<file path="src/rtl/holy_core_pkg.sv">
// Shared core types: cache burst-engine states and the AXI4 encodings it drives.
package holy_core_pkg;

   typedef enum logic [2:0] {
      IDLE,
      SENDING_WRITE_REQ,
      SENDING_WRITE_DATA,
      WAITING_WRITE_RES,
      SENDING_READ_REQ,
      RECEIVING_READ_DATA
   } cache_state_t;

   localparam int         AXI_ID_W       = 4;
   localparam logic [1:0] AXI_BURST_INCR = 2'b01;
   localparam logic [2:0] AXI_SIZE_4B    = 3'b010;
   localparam logic [1:0] AXI_RESP_OKAY  = 2'b00;

endpackage

</file>
<file path="src/rtl/axi_if.sv">
// AXI4 bundle, 32-bit address and data, shared by the cache master and its slave.
interface axi_if;

   logic [holy_core_pkg::AXI_ID_W-1:0] awid;
   logic [31:0] awaddr;
   logic [7:0]  awlen;
   logic [2:0]  awsize;
   logic [1:0]  awburst;
   logic        awlock;
   logic [3:0]  awcache;
   logic [2:0]  awprot;
   logic [3:0]  awqos;
   logic        awvalid;
   logic        awready;

   logic [31:0] wdata;
   logic [3:0]  wstrb;
   logic        wlast;
   logic        wvalid;
   logic        wready;

   logic [holy_core_pkg::AXI_ID_W-1:0] bid;
   logic [1:0]  bresp;
   logic        bvalid;
   logic        bready;

   logic [holy_core_pkg::AXI_ID_W-1:0] arid;
   logic [31:0] araddr;
   logic [7:0]  arlen;
   logic [2:0]  arsize;
   logic [1:0]  arburst;
   logic        arlock;
   logic [3:0]  arcache;
   logic [2:0]  arprot;
   logic [3:0]  arqos;
   logic        arvalid;
   logic        arready;

   logic [holy_core_pkg::AXI_ID_W-1:0] rid;
   logic [31:0] rdata;
   logic [1:0]  rresp;
   logic        rlast;
   logic        rvalid;
   logic        rready;

   modport master (
      output awid, awaddr, awlen, awsize, awburst, awlock, awcache, awprot, awqos, awvalid,
      output wdata, wstrb, wlast, wvalid, bready,
      output arid, araddr, arlen, arsize, arburst, arlock, arcache, arprot, arqos, arvalid,
      output rready,
      input  awready, wready, bid, bresp, bvalid, arready, rid, rdata, rresp, rlast, rvalid
   );

   modport slave (
      input  awid, awaddr, awlen, awsize, awburst, awlock, awcache, awprot, awqos, awvalid,
      input  wdata, wstrb, wlast, wvalid, bready,
      input  arid, araddr, arlen, arsize, arburst, arlock, arcache, arprot, arqos, arvalid,
      input  rready,
      output awready, wready, bid, bresp, bvalid, arready, rid, rdata, rresp, rlast, rvalid
   );

endinterface

</file>
<file path="src/rtl/cache_axi_master.sv">
// Cache line burst engine: optional AXI4 write-back of a dirty line, then refill.
module cache_axi_master
   import holy_core_pkg::*;
#(
   parameter int                  LINE_WORDS = 128,
   parameter logic [AXI_ID_W-1:0] AXI_ID     = '0,
   localparam int                 IW         = $clog2(LINE_WORDS),
   localparam int                 CW         = IW + 1
) (
   input  logic          clk,
   input  logic          rst_n,
   input  logic          start,
   input  logic          writeback,
   input  logic [31:0]   wb_addr,
   input  logic [31:0]   refill_addr,
   output logic [IW-1:0] wb_rd_idx,
   input  logic [31:0]   wb_rd_data,
   output logic          rf_we,
   output logic [IW-1:0] rf_idx,
   output logic [31:0]   rf_data,
   output logic          done,
   output logic          error,
   output cache_state_t  state,
   axi_if.master         m_axi
);

   localparam logic [CW-1:0] LAST_BEAT = CW'(LINE_WORDS - 1);
   localparam logic [CW-1:0] OVER_BEAT = CW'(LINE_WORDS);
   localparam logic [7:0]    BURST_LEN = 8'(LINE_WORDS - 1);

   cache_state_t  state_q;
   logic [CW-1:0] cnt_q;
   logic [31:0]   wb_addr_q;
   logic [31:0]   rf_addr_q;
   logic          done_q;
   logic          error_q;
   logic          r_bad;

   // A read beat is bad on a slave error, an early rlast, or when it lies past the line.
   assign r_bad = (m_axi.rresp != AXI_RESP_OKAY) ||
                  (m_axi.rlast && (cnt_q != LAST_BEAT)) ||
                  (cnt_q > LAST_BEAT);

   assign state = state_q;
   assign done  = done_q;
   assign error = error_q;

   always_ff @(posedge clk or negedge rst_n) begin
      if (!rst_n) begin
         state_q   <= IDLE;
         cnt_q     <= '0;
         wb_addr_q <= '0;
         rf_addr_q <= '0;
         done_q    <= 1'b0;
         error_q   <= 1'b0;
      end else begin
         // NOTE: non-blocking throughout, so every branch sees the pre-edge values.
         done_q <= 1'b0;
         case (state_q)
            IDLE: if (start) begin
               error_q   <= 1'b0;
               wb_addr_q <= wb_addr;
               rf_addr_q <= refill_addr;
               cnt_q     <= '0;
               state_q   <= writeback ? SENDING_WRITE_REQ : SENDING_READ_REQ;
            end
            SENDING_WRITE_REQ: if (m_axi.awready) begin
               cnt_q   <= '0;
               state_q <= SENDING_WRITE_DATA;
            end
            SENDING_WRITE_DATA: if (m_axi.wready) begin
               cnt_q <= cnt_q + 1'b1;
               if (cnt_q == LAST_BEAT) state_q <= WAITING_WRITE_RES;
            end
            WAITING_WRITE_RES: if (m_axi.bvalid) begin
               if (m_axi.bresp != AXI_RESP_OKAY) error_q <= 1'b1;
               state_q <= SENDING_READ_REQ;
            end
            SENDING_READ_REQ: if (m_axi.arready) begin
               cnt_q   <= '0;
               state_q <= RECEIVING_READ_DATA;
            end
            RECEIVING_READ_DATA: if (m_axi.rvalid) begin
               if (r_bad) error_q <= 1'b1;
               if (cnt_q != OVER_BEAT) cnt_q <= cnt_q + 1'b1;
               if (m_axi.rlast) begin
                  done_q  <= 1'b1;
                  state_q <= IDLE;
               end
            end
            default: state_q <= IDLE;
         endcase
      end
   end

   always_comb begin
      // NOTE: every output takes a default first, so no path through the case infers a latch.
      m_axi.awid    = '0;
      m_axi.awaddr  = '0;
      m_axi.awlen   = '0;
      m_axi.awsize  = '0;
      m_axi.awburst = '0;
      m_axi.awlock  = 1'b0;
      m_axi.awcache = '0;
      m_axi.awprot  = '0;
      m_axi.awqos   = '0;
      m_axi.awvalid = 1'b0;
      m_axi.wdata   = '0;
      m_axi.wstrb   = '0;
      m_axi.wlast   = 1'b0;
      m_axi.wvalid  = 1'b0;
      m_axi.bready  = 1'b0;
      m_axi.arid    = '0;
      m_axi.araddr  = '0;
      m_axi.arlen   = '0;
      m_axi.arsize  = '0;
      m_axi.arburst = '0;
      m_axi.arlock  = 1'b0;
      m_axi.arcache = '0;
      m_axi.arprot  = '0;
      m_axi.arqos   = '0;
      m_axi.arvalid = 1'b0;
      m_axi.rready  = 1'b0;
      wb_rd_idx     = '0;
      rf_we         = 1'b0;
      rf_idx        = '0;
      rf_data       = '0;
      case (state_q)
         SENDING_WRITE_REQ: begin
            m_axi.awvalid = 1'b1;
            m_axi.awid    = AXI_ID;
            m_axi.awaddr  = wb_addr_q;
            m_axi.awlen   = BURST_LEN;
            m_axi.awsize  = AXI_SIZE_4B;
            m_axi.awburst = AXI_BURST_INCR;
         end
         SENDING_WRITE_DATA: begin
            // The index only moves on a handshake, so wdata holds steady through a stall.
            wb_rd_idx    = cnt_q[IW-1:0];
            m_axi.wvalid = 1'b1;
            m_axi.wdata  = wb_rd_data;
            m_axi.wstrb  = 4'hF;
            m_axi.wlast  = (cnt_q == LAST_BEAT);
         end
         WAITING_WRITE_RES: m_axi.bready = 1'b1;
         SENDING_READ_REQ: begin
            m_axi.arvalid = 1'b1;
            m_axi.arid    = AXI_ID;
            m_axi.araddr  = rf_addr_q;
            m_axi.arlen   = BURST_LEN;
            m_axi.arsize  = AXI_SIZE_4B;
            m_axi.arburst = AXI_BURST_INCR;
         end
         RECEIVING_READ_DATA: begin
            m_axi.rready = 1'b1;
            rf_idx       = cnt_q[IW-1:0];
            if (m_axi.rvalid && !r_bad) begin
               rf_we   = 1'b1;
               rf_data = m_axi.rdata;
            end
         end
         default: ;
      endcase
   end

endmodule

</file>
<file path="src/flat_wrapper.sv">
// flat-port wrapper written by rule: the top's interface ports become plain ports
module cache_axi_master_flat import holy_core_pkg::*;
#(
   parameter int                  LINE_WORDS = 128,
   parameter logic [AXI_ID_W-1:0] AXI_ID     = '0,
   localparam int                 IW         = $clog2(LINE_WORDS),
   localparam int                 CW         = IW + 1
)
  (clk, rst_n, start, writeback, wb_addr, refill_addr, wb_rd_idx, wb_rd_data, rf_we, rf_idx, rf_data, done, error, state, m_axi_awid, m_axi_awaddr, m_axi_awlen, m_axi_awsize, m_axi_awburst, m_axi_awlock, m_axi_awcache, m_axi_awprot, m_axi_awqos, m_axi_awvalid, m_axi_wdata, m_axi_wstrb, m_axi_wlast, m_axi_wvalid, m_axi_bready, m_axi_arid, m_axi_araddr, m_axi_arlen, m_axi_arsize, m_axi_arburst, m_axi_arlock, m_axi_arcache, m_axi_arprot, m_axi_arqos, m_axi_arvalid, m_axi_rready, m_axi_awready, m_axi_wready, m_axi_bid, m_axi_bresp, m_axi_bvalid, m_axi_arready, m_axi_rid, m_axi_rdata, m_axi_rresp, m_axi_rlast, m_axi_rvalid);
  axi_if m_axi_i ();
  input  logic clk;
  input  logic rst_n;
  input  logic start;
  input  logic writeback;
  input  logic [31:0] wb_addr;
  input  logic [31:0] refill_addr;
  output logic [IW-1:0] wb_rd_idx;
  input  logic [31:0] wb_rd_data;
  output logic rf_we;
  output logic [IW-1:0] rf_idx;
  output logic [31:0] rf_data;
  output logic done;
  output logic error;
  output cache_state_t state;
  output wire logic [$bits(m_axi_i.awid)-1:0] m_axi_awid;
  output wire logic [$bits(m_axi_i.awaddr)-1:0] m_axi_awaddr;
  output wire logic [$bits(m_axi_i.awlen)-1:0] m_axi_awlen;
  output wire logic [$bits(m_axi_i.awsize)-1:0] m_axi_awsize;
  output wire logic [$bits(m_axi_i.awburst)-1:0] m_axi_awburst;
  output wire logic [$bits(m_axi_i.awlock)-1:0] m_axi_awlock;
  output wire logic [$bits(m_axi_i.awcache)-1:0] m_axi_awcache;
  output wire logic [$bits(m_axi_i.awprot)-1:0] m_axi_awprot;
  output wire logic [$bits(m_axi_i.awqos)-1:0] m_axi_awqos;
  output wire logic [$bits(m_axi_i.awvalid)-1:0] m_axi_awvalid;
  output wire logic [$bits(m_axi_i.wdata)-1:0] m_axi_wdata;
  output wire logic [$bits(m_axi_i.wstrb)-1:0] m_axi_wstrb;
  output wire logic [$bits(m_axi_i.wlast)-1:0] m_axi_wlast;
  output wire logic [$bits(m_axi_i.wvalid)-1:0] m_axi_wvalid;
  output wire logic [$bits(m_axi_i.bready)-1:0] m_axi_bready;
  output wire logic [$bits(m_axi_i.arid)-1:0] m_axi_arid;
  output wire logic [$bits(m_axi_i.araddr)-1:0] m_axi_araddr;
  output wire logic [$bits(m_axi_i.arlen)-1:0] m_axi_arlen;
  output wire logic [$bits(m_axi_i.arsize)-1:0] m_axi_arsize;
  output wire logic [$bits(m_axi_i.arburst)-1:0] m_axi_arburst;
  output wire logic [$bits(m_axi_i.arlock)-1:0] m_axi_arlock;
  output wire logic [$bits(m_axi_i.arcache)-1:0] m_axi_arcache;
  output wire logic [$bits(m_axi_i.arprot)-1:0] m_axi_arprot;
  output wire logic [$bits(m_axi_i.arqos)-1:0] m_axi_arqos;
  output wire logic [$bits(m_axi_i.arvalid)-1:0] m_axi_arvalid;
  output wire logic [$bits(m_axi_i.rready)-1:0] m_axi_rready;
  input wire logic [$bits(m_axi_i.awready)-1:0] m_axi_awready;
  input wire logic [$bits(m_axi_i.wready)-1:0] m_axi_wready;
  input wire logic [$bits(m_axi_i.bid)-1:0] m_axi_bid;
  input wire logic [$bits(m_axi_i.bresp)-1:0] m_axi_bresp;
  input wire logic [$bits(m_axi_i.bvalid)-1:0] m_axi_bvalid;
  input wire logic [$bits(m_axi_i.arready)-1:0] m_axi_arready;
  input wire logic [$bits(m_axi_i.rid)-1:0] m_axi_rid;
  input wire logic [$bits(m_axi_i.rdata)-1:0] m_axi_rdata;
  input wire logic [$bits(m_axi_i.rresp)-1:0] m_axi_rresp;
  input wire logic [$bits(m_axi_i.rlast)-1:0] m_axi_rlast;
  input wire logic [$bits(m_axi_i.rvalid)-1:0] m_axi_rvalid;
  assign m_axi_awid = m_axi_i.awid;
  assign m_axi_awaddr = m_axi_i.awaddr;
  assign m_axi_awlen = m_axi_i.awlen;
  assign m_axi_awsize = m_axi_i.awsize;
  assign m_axi_awburst = m_axi_i.awburst;
  assign m_axi_awlock = m_axi_i.awlock;
  assign m_axi_awcache = m_axi_i.awcache;
  assign m_axi_awprot = m_axi_i.awprot;
  assign m_axi_awqos = m_axi_i.awqos;
  assign m_axi_awvalid = m_axi_i.awvalid;
  assign m_axi_wdata = m_axi_i.wdata;
  assign m_axi_wstrb = m_axi_i.wstrb;
  assign m_axi_wlast = m_axi_i.wlast;
  assign m_axi_wvalid = m_axi_i.wvalid;
  assign m_axi_bready = m_axi_i.bready;
  assign m_axi_arid = m_axi_i.arid;
  assign m_axi_araddr = m_axi_i.araddr;
  assign m_axi_arlen = m_axi_i.arlen;
  assign m_axi_arsize = m_axi_i.arsize;
  assign m_axi_arburst = m_axi_i.arburst;
  assign m_axi_arlock = m_axi_i.arlock;
  assign m_axi_arcache = m_axi_i.arcache;
  assign m_axi_arprot = m_axi_i.arprot;
  assign m_axi_arqos = m_axi_i.arqos;
  assign m_axi_arvalid = m_axi_i.arvalid;
  assign m_axi_rready = m_axi_i.rready;
  assign m_axi_i.awready = m_axi_awready;
  assign m_axi_i.wready = m_axi_wready;
  assign m_axi_i.bid = m_axi_bid;
  assign m_axi_i.bresp = m_axi_bresp;
  assign m_axi_i.bvalid = m_axi_bvalid;
  assign m_axi_i.arready = m_axi_arready;
  assign m_axi_i.rid = m_axi_rid;
  assign m_axi_i.rdata = m_axi_rdata;
  assign m_axi_i.rresp = m_axi_rresp;
  assign m_axi_i.rlast = m_axi_rlast;
  assign m_axi_i.rvalid = m_axi_rvalid;
  cache_axi_master #(.LINE_WORDS(LINE_WORDS), .AXI_ID(AXI_ID)) u_core (.clk(clk), .rst_n(rst_n), .start(start), .writeback(writeback), .wb_addr(wb_addr), .refill_addr(refill_addr), .wb_rd_idx(wb_rd_idx), .wb_rd_data(wb_rd_data), .rf_we(rf_we), .rf_idx(rf_idx), .rf_data(rf_data), .done(done), .error(error), .state(state), .m_axi(m_axi_i));
endmodule
</file>
<file path="config.mk">
export PLATFORM = sky130hd
export DESIGN_NAME = cache_axi_master_flat
export DESIGN_NICKNAME = d
export VERILOG_FILES = /design/src/rtl/holy_core_pkg.sv /design/src/rtl/axi_if.sv /design/src/rtl/cache_axi_master.sv /design/src/flat_wrapper.sv
export SDC_FILE = /design/constraint.sdc
export NUM_CORES = 1
export LEC_CHECK = 0
export BUFFER_PORTS_ARGS = -buffer_cell sky130_fd_sc_hd__buf_2
export CAP_MARGIN = 40
export CORE_AREA = 2 2 143 145
export DETAILED_ROUTE_END_ITERATION = 10
export DIE_AREA = 0 0 145 147
export GPL_ROUTABILITY_DRIVEN = 0
export PLACE_DENSITY = 0.63
export SYNTH_ARGS = -nofsm -noshare
export SYNTH_HDL_FRONTEND = slang
export SYNTH_SLANG_ARGS = --single-unit
</file>
<file path="constraint.sdc">
create_clock -name clk -period 6.6 [get_ports clk]
set_clock_uncertainty 0.2 [all_clocks]
set_input_delay 0.33 -clock clk [delete_from_list [all_inputs] [get_ports clk]]
set_output_delay 0.33 -clock clk [all_outputs]
set_load 0.05 [all_outputs]
</file>
After elaboration in Yosys (flattened, before gate mapping)

Index checks and enable logic that the tools add are counted.

Output and inout bits: 216
Logic and storage cells: 89
Register bits after elaboration: 77

Eq/ne operators: 19
Add/sub/neg operators: 1
Muxes and demuxes: 48
Magnitude comparators: 1
Reduce and logical (&&, ||, !) cells: 14

Operator list:

| kind                  | count |
|---|---|
| $mux W32              | 5 |
| $mux W8               | 6 |
| $pmux W8 S5           | 1 |
| $mux W7               | 4 |
| $mux W3               | 9 |
| $mux W1               | 18 |
| $pmux W3 S6           | 1 |
| $ne A2 B2 Y1 const B  | 7 |
| $add A8 B1 Y8 const B | 1 |
| $eq A8 B7 Y1 const B  | 1 |
| $gt A8 B7 Y1 const B  | 1 |
| $ne A2 B1 Y1 const B  | 4 |
| $ne A8 B7 Y1 const B  | 1 |
| $ne A8 B8 Y1 const B  | 1 |
| $reduce_and A8 Y1     | 1 |
| $reduce_and A7 Y1     | 1 |
| $eq A3 B2 Y1 const B  | 2 |
| $eq A3 B3 Y1 const B  | 2 |
| $reduce_and A6 Y1     | 1 |
| $reduce_bool A5 Y1    | 1 |
| $mux W2               | 2 |
| $mux W4               | 1 |
| $reduce_bool A2 Y1    | 2 |
| $eq A3 B1 Y1 const B  | 1 |
| other kinds (7)       | 9 |

Longest topological paths before layout

Gate-level depths: netlist of run 1.

Depth in word-level cells: 8
Depth in mapped cells: 6
Depth with buffers taken out: 6

Worst setup path before layout of run 1

OpenSTA, ideal clock, no wires.

Path type: register -> output
Start: register u_core.state_q[0] (netlist: u_core.state[0])
End: output m_axi_awaddr[22]
Data arrival time: 2.705 ns
Data required time: 6.070 ns
Setup slack: 3.365 ns
Stages on the path, launching flop included: 6
Cells stage by stage: dfrtp_1 buf_2 nor2b_1 nor2b_1 clkbuf_1 and2_1

Longest elaborated chain between the ends: 2

Ends and longest elaborated chain:

| item                     | RTL line                | RTL |
|---|---|---|
| start: declaration       | cache_axi_master.sv:31  | `cache_state_t state_q;` |
| start signal: assignment | cache_axi_master.sv:65  | `state_q <= writeback ? SENDING_WRITE_REQ : SENDING_READ_REQ;` |
| $eq A3 B1 Y1             | cache_axi_master.sv:128 | `case (state_q)` |
| $mux W32                 | cache_axi_master.sv:128 |  |
| end: declaration         | flat_wrapper.sv:26      | `output wire logic [$bits(m_axi_i.awaddr)-1:0] m_axi_awaddr;` |

Every way passes these cells.

Final worst setup path of run 1

Start: register u_core.cnt_q[1]
End: output rf_data[29]

Longest elaborated chain between the ends: 8

Ends and longest elaborated chain:

| item                                                                 | RTL line                | RTL |
|---|---|---|
| start: declaration                                                   | cache_axi_master.sv:32  | `logic [CW-1:0] cnt_q;` |
| start signal: assignment                                             | cache_axi_master.sv:72  | `cnt_q <= cnt_q + 1'b1;` |
| start signal: assignment                                             | cache_axi_master.sv:85  | `if (cnt_q != OVER_BEAT) cnt_q <= cnt_q + 1'b1;` |
| parallel branches: the longest is 3 deep, another holds $gt A8 B7 Y1 | -                       |  |
| $logic_or A1 B1 Y1 *                                                 | cache_axi_master.sv:41  | `(m_axi.rlast && (cnt_q != LAST_BEAT)) \|\|` |
| $logic_not A1 Y1 *                                                   | cache_axi_master.sv:157 | `if (m_axi.rvalid && !r_bad) begin` |
| $logic_and A1 B1 Y1 *                                                | cache_axi_master.sv:157 |  |
| $mux W32 *                                                           | cache_axi_master.sv:157 |  |
| $mux W32 *                                                           | cache_axi_master.sv:128 |  |
| end: declaration                                                     | flat_wrapper.sv:21      | `output logic [31:0] rf_data;` |

Mark *: on every way between the ends.

==> metrics.md, run 1 <==
| Metric | Value |
|---|---|
| Leakage | `3.77 nW` |
| DR WL/cell | `15.0 um` |
| Max_cap viols | `0` |
| Slew HR | `52.4%` |
| Slew Viols, Final | `0` |
| Ys flop type | `dfrtp_1` |
| Placed inst area | `0.00634 sq mm` |
| DRT Pass-1 Iters | `4` |
| Critical Path Slowest Stage Cell | `a2111oi_4` |
| Antenna fix cells | `0` |
| Final worst path period need | `3.27 ns` |
| CTS buffer count | `9` |
| Area leader, netlist | `dfrtp_1` |
| Synth Area in Compound Gates | `5.02%` |
| TritonCTS clock tree | `built` |
| Crit Path Max Fanout | `33` |
| Worst EP required | `6.07 ns` |
| Layout cells sized above 1 | `54.8%` |
| Finished Layout Cells | `1,020` |
| CP cell instances | `ha_1 > and3_1 > nand4_1 > a2111oi_4 > buf_4 > and2_1 > buf_2` |
| Via density | `4.13` |
| Setup TNS | `0 ns` |
| Synth Warn # | `0` |
| Via count | `4,215` |
| Synth Instances | `463` |
| Final Hold Fails | `0` |
| Storage element area | `0.00193 sq mm` |
| Most common cell in the synthesized netlist | `and2_1` |
| Buf+Inv Stages, Crit Path | `2` |
| Pin count of the biggest net entering global routing | `64` |
| Post-synthesis async set-or-reset flop share | `100%` |
| Synth top area cells | `dfrtp_1, mux2_2, and2_1` |
| Pwr Density | `493 mW/mm^2` |
| Maximum VDD drop | `0.000249 V` |
| Root Buffer | `clkbuf_16` |
| Final setup fails | `0` |
| Outcome | `finished clean` |
| Gr usage total | `14.0%` |
| Post-route cell area | `0.00666 sq mm` |
| CP Launch Type | `flip-flop` |
| DIE HEIGHT | `147 um` |
| Synth-to-layout area growth | `40.7%` |
| PortBufs | `317` |
| Synth cell types | `43` |
| Data arrival time of the worst path | `2.74 ns` |
| Final ANT Viol Nets | `0` |
| Post-synthesis mux area share | `16.1%` |
| Critical Path End Type | `output pin` |
| DRC | `0` |
| Combinational family with the most area after synthesis | `simple AND/OR/NAND/NOR gates` |
| Post-synth EDFFs | `0` |
| WL final | `15,300 um` |
| Adder-cell area share of the yosys netlist | `0.529%` |
| Yosys top cell area share | `40.7%` |
| Die area | `0.0213 sq mm` |
| Crit path largest cell delay | `0.44 ns` |
| Syn avg cell area | `10.2 sq um` |
| RSZ-0062 raised after global routing | `no` |
| WS Path Type | `reg -> out` |
| Footprint of the multi-input gates | `0.00234 sq mm` |
| Ports | `366` |
| Worst hold slack | `0.0228 ns` |
| Initial antenna violation count | `0` |
| Clock Latency Late Sink | `0.33 ns` |
| Nets | `898` |
| Synth cell count leaders | `and2_1, dfrtp_1, mux2_2, buf_4, and3_1` |
| H-tree lvl count | `3` |
| Cells after DPL | `1,004` |
| Sink Count | `77` |
| Fmax | `306 MHz` |
| Worst-Margin Slew | `0.713 ns` |
| Tcrit/Tclk final | `49.6%` |
| Clk slew on worst S/H paths | `0.06 ns` |
| Initial core utilization | `23.9%` |
| Area of the mapped netlist | `0.00473 sq mm` |
| Row cnt | `52` |
| HP Class | `in -> reg` |
| Synth Register Bits | `77` |
| Remaining Overflow, GRT | `0` |
| Setup Buffers After CTS | `0` |
| Simple-Gate Fraction of Synth Area | `24.1%` |
| Die Width | `145 um` |
| Vias in the first global route | `4,101` |
| Fill cells | `2,056` |
| Post-DP HPWL | `11,900 um` |
| Core area | `0.0198 sq mm` |
| Clk buf depth | `2` |
| Largest delay share family, worst path | `simple AND/OR/NAND/NOR gates` |
| 1st-iter DRT viols | `152` |
| XOR/XNOR share of the synthesized area | `0%` |
| First-pass GRT wire length | `23,200 um` |
| Sequential fraction of the synthesis area | `40.7%` |
[report_power, final]
part	leakage, nW	internal (mW)	switching (mW)
Combinational	2.69	0.580	1.36
Clock	0.152	0.339	0.194
Sequential	0.930	0.692	0.117
Total	3.77	1.61	1.67
[final timing paths]
path | startpoint | end | slack, ns | cells past startpoint
max reg2reg | u_core.state[1] | u_core.cnt_q[7] | 4.05 | 4
min | wb_addr[26] | u_core.wb_addr_q[26] | 0.02 | 2
max in group asynchronous | rst_n | u_core.cnt_q[5] | 5.30 | 3
max | u_core.cnt_q[1] | rf_data[29] | 3.33 | 7
min reg2reg | u_core.error | u_core.error | 0.29 | 1
min in group asynchronous | rst_n | u_core.rf_addr_q[3] | 0.30 | 2
[worst reg2reg max path, delay by kind of cell (launching register included)]
kind | cells | cell delay [ns]
simple gates | 3 | 1.32
flops | 1 | 0.61
compound gates | 1 | 0.33
[per-stage QoR]
stage                     setup slack [ns]  power (mW)  utilization, %
after floorplan                       3.37        2.42               -
after global placement                3.71        2.74            31.6
after detailed placement              3.70        2.79            31.9
after CTS                             3.29        3.34            33.6
after global routing                  3.16        3.47            33.6
final                                 3.33        3.29            33.6
[cell usage in the layout (no fill, tap or decap), types with 2 or more instances in the layout]
master	Yosys	final
a21oi_1	5	5
buf_16	0	2
buf_2	9	316
nor2_1	11	10
nor4bb_1	3	3
nor3_1	2	2
nor2b_1	4	3
a211o_1	3	3
nand2_1	5	5
and3_1	36	36
and2_1	109	109
dfrtp_1	77	77
o31ai_1	6	6
mux2_2	64	64
ha_1	2	2
mux2i_1	4	4
a32o_1	3	3
inv_1	7	7
clkbuf_16	0	9
a211oi_1	2	2
conb_1	1	40
bufinv_16	0	2
nand3_1	5	5
buf_4	62	6
[metal layers]
layer	wire length (um)	vias up	share of wire [%]	GRT usage, %
li1	-	2016	-	-
met1	6060	1992	40	16.2
met2	7440	200	49	23.7
met3	1650	7	11	6.24
met4	130	0	0.85	3.42
met5	0	-	0	0
[state kept, by name, summed over array words and instances, names as in the netlist]
signal and flops:
u_core.error 1, u_core.wb_addr_q 32, u_core.done 1, u_core.state 3, u_core.cnt_q 8, u_core.rf_addr_q 32
[kinds of logic after synthesis]
logic type               count (synthesis)
AO/OA/AOI/OAI                           29
adder cells (fa/ha/maj)                  2
buffers and inverters                  101
flip-flops                              77
multiplexers                            68
other                                    1
AND/OR/NAND/NOR                        185
[final cells by class]
type / count / share of cell area (%)
clock inverter: 4 / 1.09
inverter: 8 / 0.451
timing repair buffer: 326 / 25.7
clock buffer: 11 / 3.64
tap: 270 / 5.07
sequential: 77 / 28.9
multi-input combinational: 324 / 35.1
[what timing repair did]
| item | CTS | global route |
|---|---|---|
| hold buffers | 1 | 0 |
| hold endpoints to repair | 37 | 0 |
| resized for setup | 0 | 0 |
Note: power is estimated with default switching activity, not from simulation.
==> run 2, diff against run 1 <==
--- a/config.mk
+++ b/config.mk
@@ -7,11 +7,11 @@
 export LEC_CHECK = 0
 export BUFFER_PORTS_ARGS = -buffer_cell sky130_fd_sc_hd__buf_2
 export CAP_MARGIN = 40
-export CORE_AREA = 2 2 143 145
+export CORE_AREA = 2 2 144 146
 export DETAILED_ROUTE_END_ITERATION = 10
-export DIE_AREA = 0 0 145 147
+export DIE_AREA = 0 0 146 148
 export GPL_ROUTABILITY_DRIVEN = 0
-export PLACE_DENSITY = 0.63
+export PLACE_DENSITY = 0.62
 export SYNTH_ARGS = -nofsm -noshare
 export SYNTH_HDL_FRONTEND = slang
 export SYNTH_SLANG_ARGS = --single-unit
==> constraint.sdc (replaced) <==
create_clock -name clk -period 3.31 [get_ports clk]
set_clock_uncertainty 0.2 [all_clocks]
set_input_delay 0.1655 -clock clk [delete_from_list [all_inputs] [get_ports clk]]
set_output_delay 0.1655 -clock clk [all_outputs]
set_load 0.05 [all_outputs]
==> run 2 against run 1 <==
Worst hold slack gained 0.023 ns. Final cell count up 6.6%. Register-to-register slack got worse by 3.2 ns. Sequential share of layout area shrank 2.9 points. Routed wire length is 8.6% higher. Largest power group unchanged. Combinational power up 100%. Highest routed layer unchanged. Flip-flop and latch count unchanged.
==> metrics.md, run 2 (synthesized netlist as in run 1, its figures left out) <==
| Metric | Value |
|---|---|
| Outcome | `finished clean` |
| Leakage | `4.05 nW` |
| Setup TNS | `0 ns` |
| CTS buffer count | `9` |
| Final ANT Viol Nets | `0` |
| H-tree lvl count | `3` |
| Most frequent cells in the layout | `buf_2, and2_1, dfrtp_1` |
| Setup Buffers After CTS | `0` |
| Clk slew on worst S/H paths | `0.06 ns` |
| Via density | `4.16` |
| Reg-to-Reg Start | `u_core.state[2]` |
| Pin count of the biggest net entering global routing | `60` |
| Slew HR | `52.0%` |
| Setup slack of the most critical reg-to-reg path | `0.81 ns` |
| CTS resizes | `0` |
| CP cell instances | `ha_1 > and3_1 > nand4_1 > a2111oi_4 > buf_4 > and2_1 > buf_2` |
| 1st-iter DRT viols | `116` |
| Fmax | `336 MHz` |
| Core area | `0.0200 sq mm` |
| Initial antenna violation count | `2` |
| Row cnt | `52` |
| Largest regs | `u_core.rf_addr_q (32), u_core.wb_addr_q (32), u_core.cnt_q (8)` |
| Worst-Margin Slew | `0.720 ns` |
| Most common cell after layout, fill and taps aside | `buf_2` |
| Maximum VDD drop | `0.000448 V` |
| TritonCTS clock tree | `built` |
| CP endpoint | `rf_data[9]` |
| Nets | `966` |
| Total Power | `6.58 mW` |
| PortBufs | `317` |
| Sink Count | `77` |
| Crit path largest cell delay | `0.41 ns` |
| Post-CTS Hold Buffers | `68` |
| DRT Pass-1 Iters | `4` |
| Via count | `4,519` |
| Worst EP required | `2.94 ns` |
| WS Path Type | `reg -> out` |
| Pwr Density | `890 mW/mm^2` |
| RSZ-0062 raised after global routing | `no` |
| HP Class | `in -> reg` |
| Worst Setup SP | `u_core.cnt_q[1]` |
| HP Start | `m_axi_bresp[0]` |
| Final Hold Fails | `0` |
| Critical Path Slowest Stage Cell | `a2111oi_4` |
| First-pass GRT wire length | `24,900 um` |
| Critical Path End Type | `output pin` |
| Data arrival time of the worst path | `2.61 ns` |
| Ports | `366` |
| Final core utilization | `36.9%` |
| Die area | `0.0216 sq mm` |
| Root Buffer | `clkbuf_16` |
| Post-DP HPWL | `11,900 um` |
| Antenna fix cells | `0` |
| Vias in the first global route | `4,417` |
| Max_cap viols | `0` |
| WL final | `16,600 um` |
| Placed inst area | `0.00643 sq mm` |
| DRC | `0` |
| Synth-to-layout area growth | `56.3%` |
| Remaining Overflow, GRT | `0` |
| Clk buf depth | `2` |
| DR WL/cell | `15.3 um` |
| Reg2reg path depth | `4` |
| Worst r2r dst | `u_core.cnt_q[7]` |
| Tcrit/Tclk final | `89.8%` |
| Final worst path period need | `2.97 ns` |
| Gr usage total | `14.8%` |
| DIE HEIGHT | `148 um` |
| Final setup fails | `0` |
| Die Width | `146 um` |
| Post-route cell area | `0.00740 sq mm` |
| Worst hold slack | `0.0457 ns` |
| Initial core utilization | `23.6%` |
| Clock Latency Late Sink | `0.33 ns` |
| Slew Viols, Final | `0` |
| Crit Path Max Fanout | `33` |
| Layout cells sized above 1 | `50.4%` |
| CP Launch Type | `flip-flop` |
## run 2: changes by cell type in the layout (fill, tap and decap cells not counted), moves of 2 or more
cell	delta
buf_12	+7
buf_4	+2
dlygate4sd3_1	+67
buf_2	-7
## run 2: final cells by class
class	instances	area [sq um]
inverter	8	30.0
timing repair buffer	394	2470
sequential	77	1930
clock inverter	4	50.0
multi-input combinational	324	2340
tap	270	338
clock buffer	10	239
fill	2036	12600
## run 2: critical path: cells and delay by family, from the launching register on
family | cells | cell delay, ns
simple gates | 3 | 0.66
buf+inv | 2 | 0.58
compound gates | 1 | 0.41
flops | 1 | 0.39
fa+ha+maj | 1 | 0.22
## run 2: per-layer routing
metal / GRT usage [%] / part of all wire [%] / vias to the layer above
li1: - / - / 2153
met1: 17.5 / 41 / 2137
met2: 25.4 / 49 / 212
met3: 4.97 / 8.7 / 17
met4: 5.00 / 1.5 / 0
met5: 0 / 0 / -
## run 2: how the worst min path moves through the flow
stage                                end  depth (start not counted)  slack, ns
floorplan                u_core.cnt_q[0]                          0      -0.33
global placement    u_core.wb_addr_q[13]                          2       0.20
detailed placement  u_core.rf_addr_q[30]                          1      -0.08
CTS                         u_core.error                          4       0.02
global route                u_core.error                          4       0.08
finish                      u_core.error                          4       0.05
## run 2: per-stage QoR
stage,worst slack (ns),cells
finish,0.338,1087
global placement,0.717,1004
floorplan,0.240,502
global route,0.126,1087
CTS,0.290,1087
detailed placement,0.676,1005
## run 2: report_power, final
group | switching [mW] | internal [mW] | total [mW]
clock network | 0.388 | 0.595 | 0.983
registers | 0.257 | 1.38 | 1.64
logic | 2.77 | 1.20 | 3.96
total | 3.41 | 3.17 | 6.58
